File: config.mk
export PLATFORM = sky130hd
export DESIGN_NAME = epl_row_access_ctrl_flat
export DESIGN_NICKNAME = d
export VERILOG_FILES = /design/src/rtl/epl_row_access_ctrl_if.sv /design/src/rtl/epl_row_access_ctrl.sv /design/src/flat_wrapper.sv
export SDC_FILE = /design/constraint.sdc
export NUM_CORES = 1
export LEC_CHECK = 0
export CORE_MARGIN = 1.5
export CORE_UTILIZATION = 35
export CTS_BUF_LIST = sky130_fd_sc_hd__clkbuf_8
export CTS_CLUSTER_DIAMETER = 80
export DETAILED_ROUTE_END_ITERATION = 12
export GPL_TIMING_DRIVEN = 1
export SYNTH_ARGS = -nofsm -noshare
export SYNTH_HDL_FRONTEND = slang
export SYNTH_SLANG_ARGS = --single-unit
File: constraint.sdc
create_clock -name pClk_i -period 2.05 [get_ports pClk_i]
set_clock_uncertainty 0.2 [all_clocks]
set_input_delay 0.41 -clock pClk_i [delete_from_list [all_inputs] [get_ports pClk_i]]
set_output_delay 0.41 -clock pClk_i [all_outputs]
set_load 0.03 [all_outputs]
File: src/rtl/epl_row_access_ctrl_if.sv
// Request/row-control bundle between a requester and epl_row_access_ctrl.
// Master drives the request side; slave drives row controls and status.
`ifndef ADDR_AXO
`define ADDR_AXO 8
`endif

interface epl_row_access_ctrl_if #(
    parameter int ADDR_W = `ADDR_AXO
) ();
    logic              pReq_i;
    logic              pWe_i;
    logic [ADDR_W-1:0] pAddr_i;
    logic              pReady_o;
    logic              pAck_o;
    logic              pSae_o;
    logic              pValide_o;
    logic              pRead_o;
    logic [ADDR_W-1:0] pArx_o;

    modport master (
        output pReq_i, pWe_i, pAddr_i,
        input  pReady_o, pAck_o, pSae_o, pValide_o, pRead_o, pArx_o
    );

    modport slave (
        input  pReq_i, pWe_i, pAddr_i,
        output pReady_o, pAck_o, pSae_o, pValide_o, pRead_o, pArx_o
    );
endinterface

File: src/rtl/epl_row_access_ctrl.sv
// Row access sequencer: read -> restore -> precharge, write -> precharge.
// All outputs are registered; reset drops row controls asynchronously.
`ifndef ADDR_AXO
`define ADDR_AXO 8
`endif

module epl_row_access_ctrl #(
    parameter int ADDR_W = `ADDR_AXO,
    parameter int T_RD   = 2,
    parameter int T_WR   = 3,
    parameter int T_PRE  = 1
) (
    input  logic                  pClk_i,
    input  logic                  nRst_i,
    epl_row_access_ctrl_if.slave  bus
);

    typedef enum logic [2:0] {
        S_IDLE    = 3'd0,
        S_READ    = 3'd1,
        S_RESTORE = 3'd2,
        S_WRITE   = 3'd3,
        S_PRECH   = 3'd4
    } state_t;

    localparam logic [7:0] RD_LAST  = 8'(T_RD - 1);
    localparam logic [7:0] WR_LAST  = 8'(T_WR - 1);
    localparam logic [7:0] PRE_LAST = 8'(T_PRE - 1);

    state_t            state_q;
    logic [7:0]        cnt_q;
    logic [ADDR_W-1:0] arx_q;
    logic              ready_q;
    logic              ack_q;
    logic              sae_q;
    logic              valide_q;
    logic              read_q;
    logic              accept;

    assign accept = bus.pReq_i & ready_q;

    // Sequencer: state, phase counter and registered row controls.
    always_ff @(posedge pClk_i or negedge nRst_i) begin
        if (!nRst_i) begin
            state_q  <= S_IDLE;
            cnt_q    <= 8'd0;
            arx_q    <= '0;
            ready_q  <= 1'b1;
            ack_q    <= 1'b0;
            sae_q    <= 1'b0;
            valide_q <= 1'b0;
            read_q   <= 1'b0;
        end else begin
            ack_q <= 1'b0;
            sae_q <= 1'b0;
            unique case (state_q)
                S_IDLE: begin
                    if (accept) begin
                        arx_q   <= bus.pAddr_i;
                        cnt_q   <= 8'd0;
                        ready_q <= 1'b0;
                        if (bus.pWe_i) begin
                            state_q  <= S_WRITE;
                            valide_q <= 1'b1;
                        end else begin
                            state_q <= S_READ;
                            read_q  <= 1'b1;
                            sae_q   <= (RD_LAST == 8'd0);
                        end
                    end
                end
                S_READ: begin
                    if (cnt_q == RD_LAST) begin
                        state_q  <= S_RESTORE;
                        cnt_q    <= 8'd0;
                        read_q   <= 1'b0;
                        valide_q <= 1'b1;
                    end else begin
                        cnt_q <= cnt_q + 8'd1;
                        sae_q <= ((cnt_q + 8'd1) == RD_LAST);
                    end
                end
                S_RESTORE, S_WRITE: begin
                    if (cnt_q == WR_LAST) begin
                        state_q  <= S_PRECH;
                        cnt_q    <= 8'd0;
                        valide_q <= 1'b0;
                        ack_q    <= 1'b1;
                    end else begin
                        cnt_q <= cnt_q + 8'd1;
                    end
                end
                S_PRECH: begin
                    if (cnt_q == PRE_LAST) begin
                        state_q <= S_IDLE;
                        cnt_q   <= 8'd0;
                        ready_q <= 1'b1;
                    end else begin
                        cnt_q <= cnt_q + 8'd1;
                    end
                end
                default: begin
                    state_q  <= S_IDLE;
                    cnt_q    <= 8'd0;
                    ready_q  <= 1'b1;
                    valide_q <= 1'b0;
                    read_q   <= 1'b0;
                end
            endcase
        end
    end

    assign bus.pReady_o  = ready_q;
    assign bus.pAck_o    = ack_q;
    assign bus.pSae_o    = sae_q;
    assign bus.pValide_o = valide_q;
    assign bus.pRead_o   = read_q;
    assign bus.pArx_o    = arx_q;

endmodule

File: src/flat_wrapper.sv
// flat-port wrapper written by rule: the top's interface ports become plain ports
module epl_row_access_ctrl_flat 
#(
    parameter int ADDR_W = `ADDR_AXO,
    parameter int T_RD   = 2,
    parameter int T_WR   = 3,
    parameter int T_PRE  = 1
)
  (pClk_i, nRst_i, bus_pReq_i, bus_pWe_i, bus_pAddr_i, bus_pReady_o, bus_pAck_o, bus_pSae_o, bus_pValide_o, bus_pRead_o, bus_pArx_o);
  epl_row_access_ctrl_if #(.ADDR_W(ADDR_W)) bus_i ();
  input  logic pClk_i;
  input  logic nRst_i;
  input wire logic [$bits(bus_i.pReq_i)-1:0] bus_pReq_i;
  input wire logic [$bits(bus_i.pWe_i)-1:0] bus_pWe_i;
  input wire logic [$bits(bus_i.pAddr_i)-1:0] bus_pAddr_i;
  output wire logic [$bits(bus_i.pReady_o)-1:0] bus_pReady_o;
  output wire logic [$bits(bus_i.pAck_o)-1:0] bus_pAck_o;
  output wire logic [$bits(bus_i.pSae_o)-1:0] bus_pSae_o;
  output wire logic [$bits(bus_i.pValide_o)-1:0] bus_pValide_o;
  output wire logic [$bits(bus_i.pRead_o)-1:0] bus_pRead_o;
  output wire logic [$bits(bus_i.pArx_o)-1:0] bus_pArx_o;
  assign bus_i.pReq_i = bus_pReq_i;
  assign bus_i.pWe_i = bus_pWe_i;
  assign bus_i.pAddr_i = bus_pAddr_i;
  assign bus_pReady_o = bus_i.pReady_o;
  assign bus_pAck_o = bus_i.pAck_o;
  assign bus_pSae_o = bus_i.pSae_o;
  assign bus_pValide_o = bus_i.pValide_o;
  assign bus_pRead_o = bus_i.pRead_o;
  assign bus_pArx_o = bus_i.pArx_o;
  epl_row_access_ctrl #(.ADDR_W(ADDR_W), .T_RD(T_RD), .T_WR(T_WR), .T_PRE(T_PRE)) u_core (.pClk_i(pClk_i), .nRst_i(nRst_i), .bus(bus_i));
endmodule
==> key figures <==
Synthesis
  • Main flop type after synthesis: dfrtp_1
  • Most common cell in the synthesized netlist: dfrtp_1
  • Post-synthesis area per instance: 10.6 um2
  • Post-synth top area share: around two fifths
  • Area of the mapped netlist: 1400 um2
  • Top post-synthesis cells by area: dfrtp_1, mux2_2, ha_1
  • Syn_nets: 149
  • Synth unique cells: 41
  • Post-synth ARST share: 100%
  • Number of synthesized flops with an enable pin: 0
  • Synth Warn #: 0
  • Synth Register Bits: 24
  • Post-synth top cells: dfrtp_1, nand2_1, a21oi_1, mux2_2, nand3_1
  • Mapped Cells: 132
  • Post-synthesis sequential area ratio: 43.1%
  • Post-synth top area cell: dfrtp_1

GRT
  • Number of global-route vias before repair: 1108
  • First-pass GRT wire length: 4.95 mm
  • Total GRT Usage: 14.7%
  • Largest net degree at the start of global routing: 25
  • GR Overflow Total: 0
  • Initial antenna violation count: 0

Min path
  • Min-Delay Path Class: in -> async

Job
  • Max-cap viol count: 0

STA
  • Final Setup Violations: 0
  • Worst hold slack: between 0.3 and 0.4 ns
  • Final Cycle Share: roughly 94%
  • Setup slack after layout: 0.117 ns
  • Max-slew violations: 0
  • Slew headroom: between 50 and 60%
  • Final Hold Vio Count: 0
  • Slew @ Worst Pin: approximately 0.68 ns
  • FMAX: 517 MHz
  • Fin crit period: 1.93 ns
  • RSZ-0062 raised after global routing: no

Critical path
  • CP max stage delay: 0.68 ns
  • Crit-path slowest cell: clkdlybuf4s50_1
  • Critical Path Start Type: flop
  • Worst Path Required: 1.44 ns
  • CP Data Arrival Time: 1.32 ns
  • Crit Path Class: reg -> out
  • Critical path buffers and inverters: 1
  • Critical-path cell list: clkdlybuf4s50_1
  • CP max FO: 3
  • Top Family by Delay on Critical Path: buffers and inverters
  • Crit end category: primary output

Detailed routing
  • Final WL: 2.91 mm
  • Number of iterations in the first detailed-routing pass: 4
  • Via count: 1100
  • Initial DRC Count: 26
  • Drt via density: 5.12
  • Wire length per cell: 13.5 um
  • Number of remaining DRC errors: 0
  • Antenna Nets Post-Route: 0

Layout
  • Cell area after layout: 1820 um2
  • Ant diodes: 0
  • # fillers: 363
  • Layout cells sized above 1: 21.6%
  • Nets: 185
  • Area grow syn2layout: 30.2%
  • Post-Route Utilization: about half

Die
  • Rows: 22
  • Core ar.: 3740 um2
  • Die ar.: between 4000 and 5000 um2
  • Die H: approximately 66 um
  • Initial Utilization: 37.3%
  • Io pins: 25
  • Die X: 66.2 um

Power
  • Sw power: 0.000168 W
  • Final Power: just over 0.0009 W
  • Internal Power: 0.000755 W
  • Clk pwr share: 45.0%
  • Pwr/cell area: 508 nW/um2
  • Leakage power figure: 0.814 nW
  • Seq pwr share: between 50 and 60%
  • Maximum VDD drop: 0.369 mV
  • Switching part of the total: 18.2%
  • Logic pwr share: 3.8%

Placement
  • Worst slack, placed: -0.0561 ns
  • Final GP Congestion: 0.827
  • Detailed placement HPWL: roughly 2.3 mm
  • DP Area: 1750 um2
  • Buffers added on ports: 24

Clock network
  • Skew-Pair Late Insertion Delay: 0.27 ns
  • Max H-tree Level: 1
  • Longest Clk Path Bufs: 2
  • Hold Buf Count CTS: 0
  • Cts bufs inserted: 3
  • Clock-pin slew on the worst setup and hold paths: 0.08 ns
  • CTS root buf: clkbuf_8
  • CTS tree: built
  • Clock sinks: 24

Run status
  • Status: finished, final reports clean
metrics by stage:
stage	std cells	TNS [ns]
2_1_floorplan	132	0
4_1_cts	215	0
3_3_place_gp	211	-0.00784
3_5_place_dp	211	-0.173
6_report	215	0
5_1_grt	215	0
routing by layer:
metal,part of all wire (%),global-route usage [%],vias to the layer above
met5,0,0,-
met2,49,26.3,26
met4,1.1,3.83,0
li1,-,-,548
met3,5.7,4.26,5
met1,45,17.2,521
state kept, by name, indices dropped and copies added, names as in the netlist:
register,count
u_core.bus.pSae_o,1
u_core.bus.pRead_o,1
u_core.bus.pAck_o,1
u_core.bus.pReady_o,1
u_core.state_q,3
u_core.cnt_q,8
u_core.bus.pArx_o,8
u_core.bus.pValide_o,1
layout by cell type, fill, tap and decap left out, types with 2 or more instances in the layout:
cell | netlist | final
a311oi_2 | 2 | 2
xnor2_1 | 2 | 2
dfrtp_1 | 23 | 22
a21o_1 | 2 | 2
clkdlybuf4s50_1 | 0 | 23
nand2_1 | 13 | 13
buf_4 | 1 | 12
and2_1 | 2 | 2
and3_1 | 2 | 2
a21oi_1 | 9 | 9
ha_1 | 5 | 5
nor3_4 | 2 | 2
nor2_1 | 7 | 7
mux2i_1 | 3 | 3
inv_1 | 7 | 7
o22ai_1 | 2 | 2
nor2b_1 | 3 | 3
mux2_2 | 9 | 9
clkbuf_8 | 0 | 3
nand3_1 | 9 | 9
a31oi_1 | 5 | 5
power groups by stage:
stage / Combinational [W] / Sequential, W / Clock (W)
floorplan: 0.000000536 / 0.000483 / 0
global placement: 0.0000351 / 0.000482 / 0
detailed placement: 0.0000354 / 0.000482 / 0
CTS: 0.0000359 / 0.000473 / 0.000428
global route: 0.0000388 / 0.000473 / 0.000446
finish: 0.0000350 / 0.000473 / 0.000415
final cells by class:
cell class / instances / area, um2 / area share, %
inverters: 7 / 26.3 / 1.45
repair buffers: 36 / 329 / 18.1
flip-flops and latches: 24 / 603 / 33.2
multi-input cells: 96 / 728 / 40.1
clock buffers: 3 / 41.3 / 2.27
well taps: 48 / 60.1 / 3.30
clock inverters: 1 / 30.0 / 1.65
logic make-up (layout without fill, tap and decap cells):
logic type,Yosys count,count (layout),synth area share (%)
xor gates and xnor gates,2,2,1.25
and+or+nand+nor,49,49,21.1
muxes,12,12,9.41
buffers and inverters,12,47,4.75
AOI/OAI and AO/OA,28,28,15.9
adders and majority gates,5,5,4.48
DFF,24,24,43.1
what timing repair did:
item,CTS,global route
setup endpoints to repair,1,1
endpoints found under the hold margin,0,0
resized for setup,1,1
buffers inserted,0,0
worst paths after layout:
kind	slack, ns	cells past startpoint	endpoint	startpoint
setup / recovery	0.12	1	bus_pRead_o	u_core.bus.pRead_o
hold / removal	0.30	2	u_core.bus.pArx_o[3]	nRst_i
setup reg to reg	0.16	6	u_core.cnt_q[0]	u_core.cnt_q[0]
hold reg to reg	0.31	1	u_core.bus.pArx_o[0]	u_core.bus.pArx_o[0]
max in group asynchronous	1.06	2	u_core.bus.pReady_o	nRst_i
min in group pClk_i	0.31	1	u_core.bus.pArx_o[0]	u_core.bus.pArx_o[0]
Note: power is estimated with default switching activity, not from simulation.
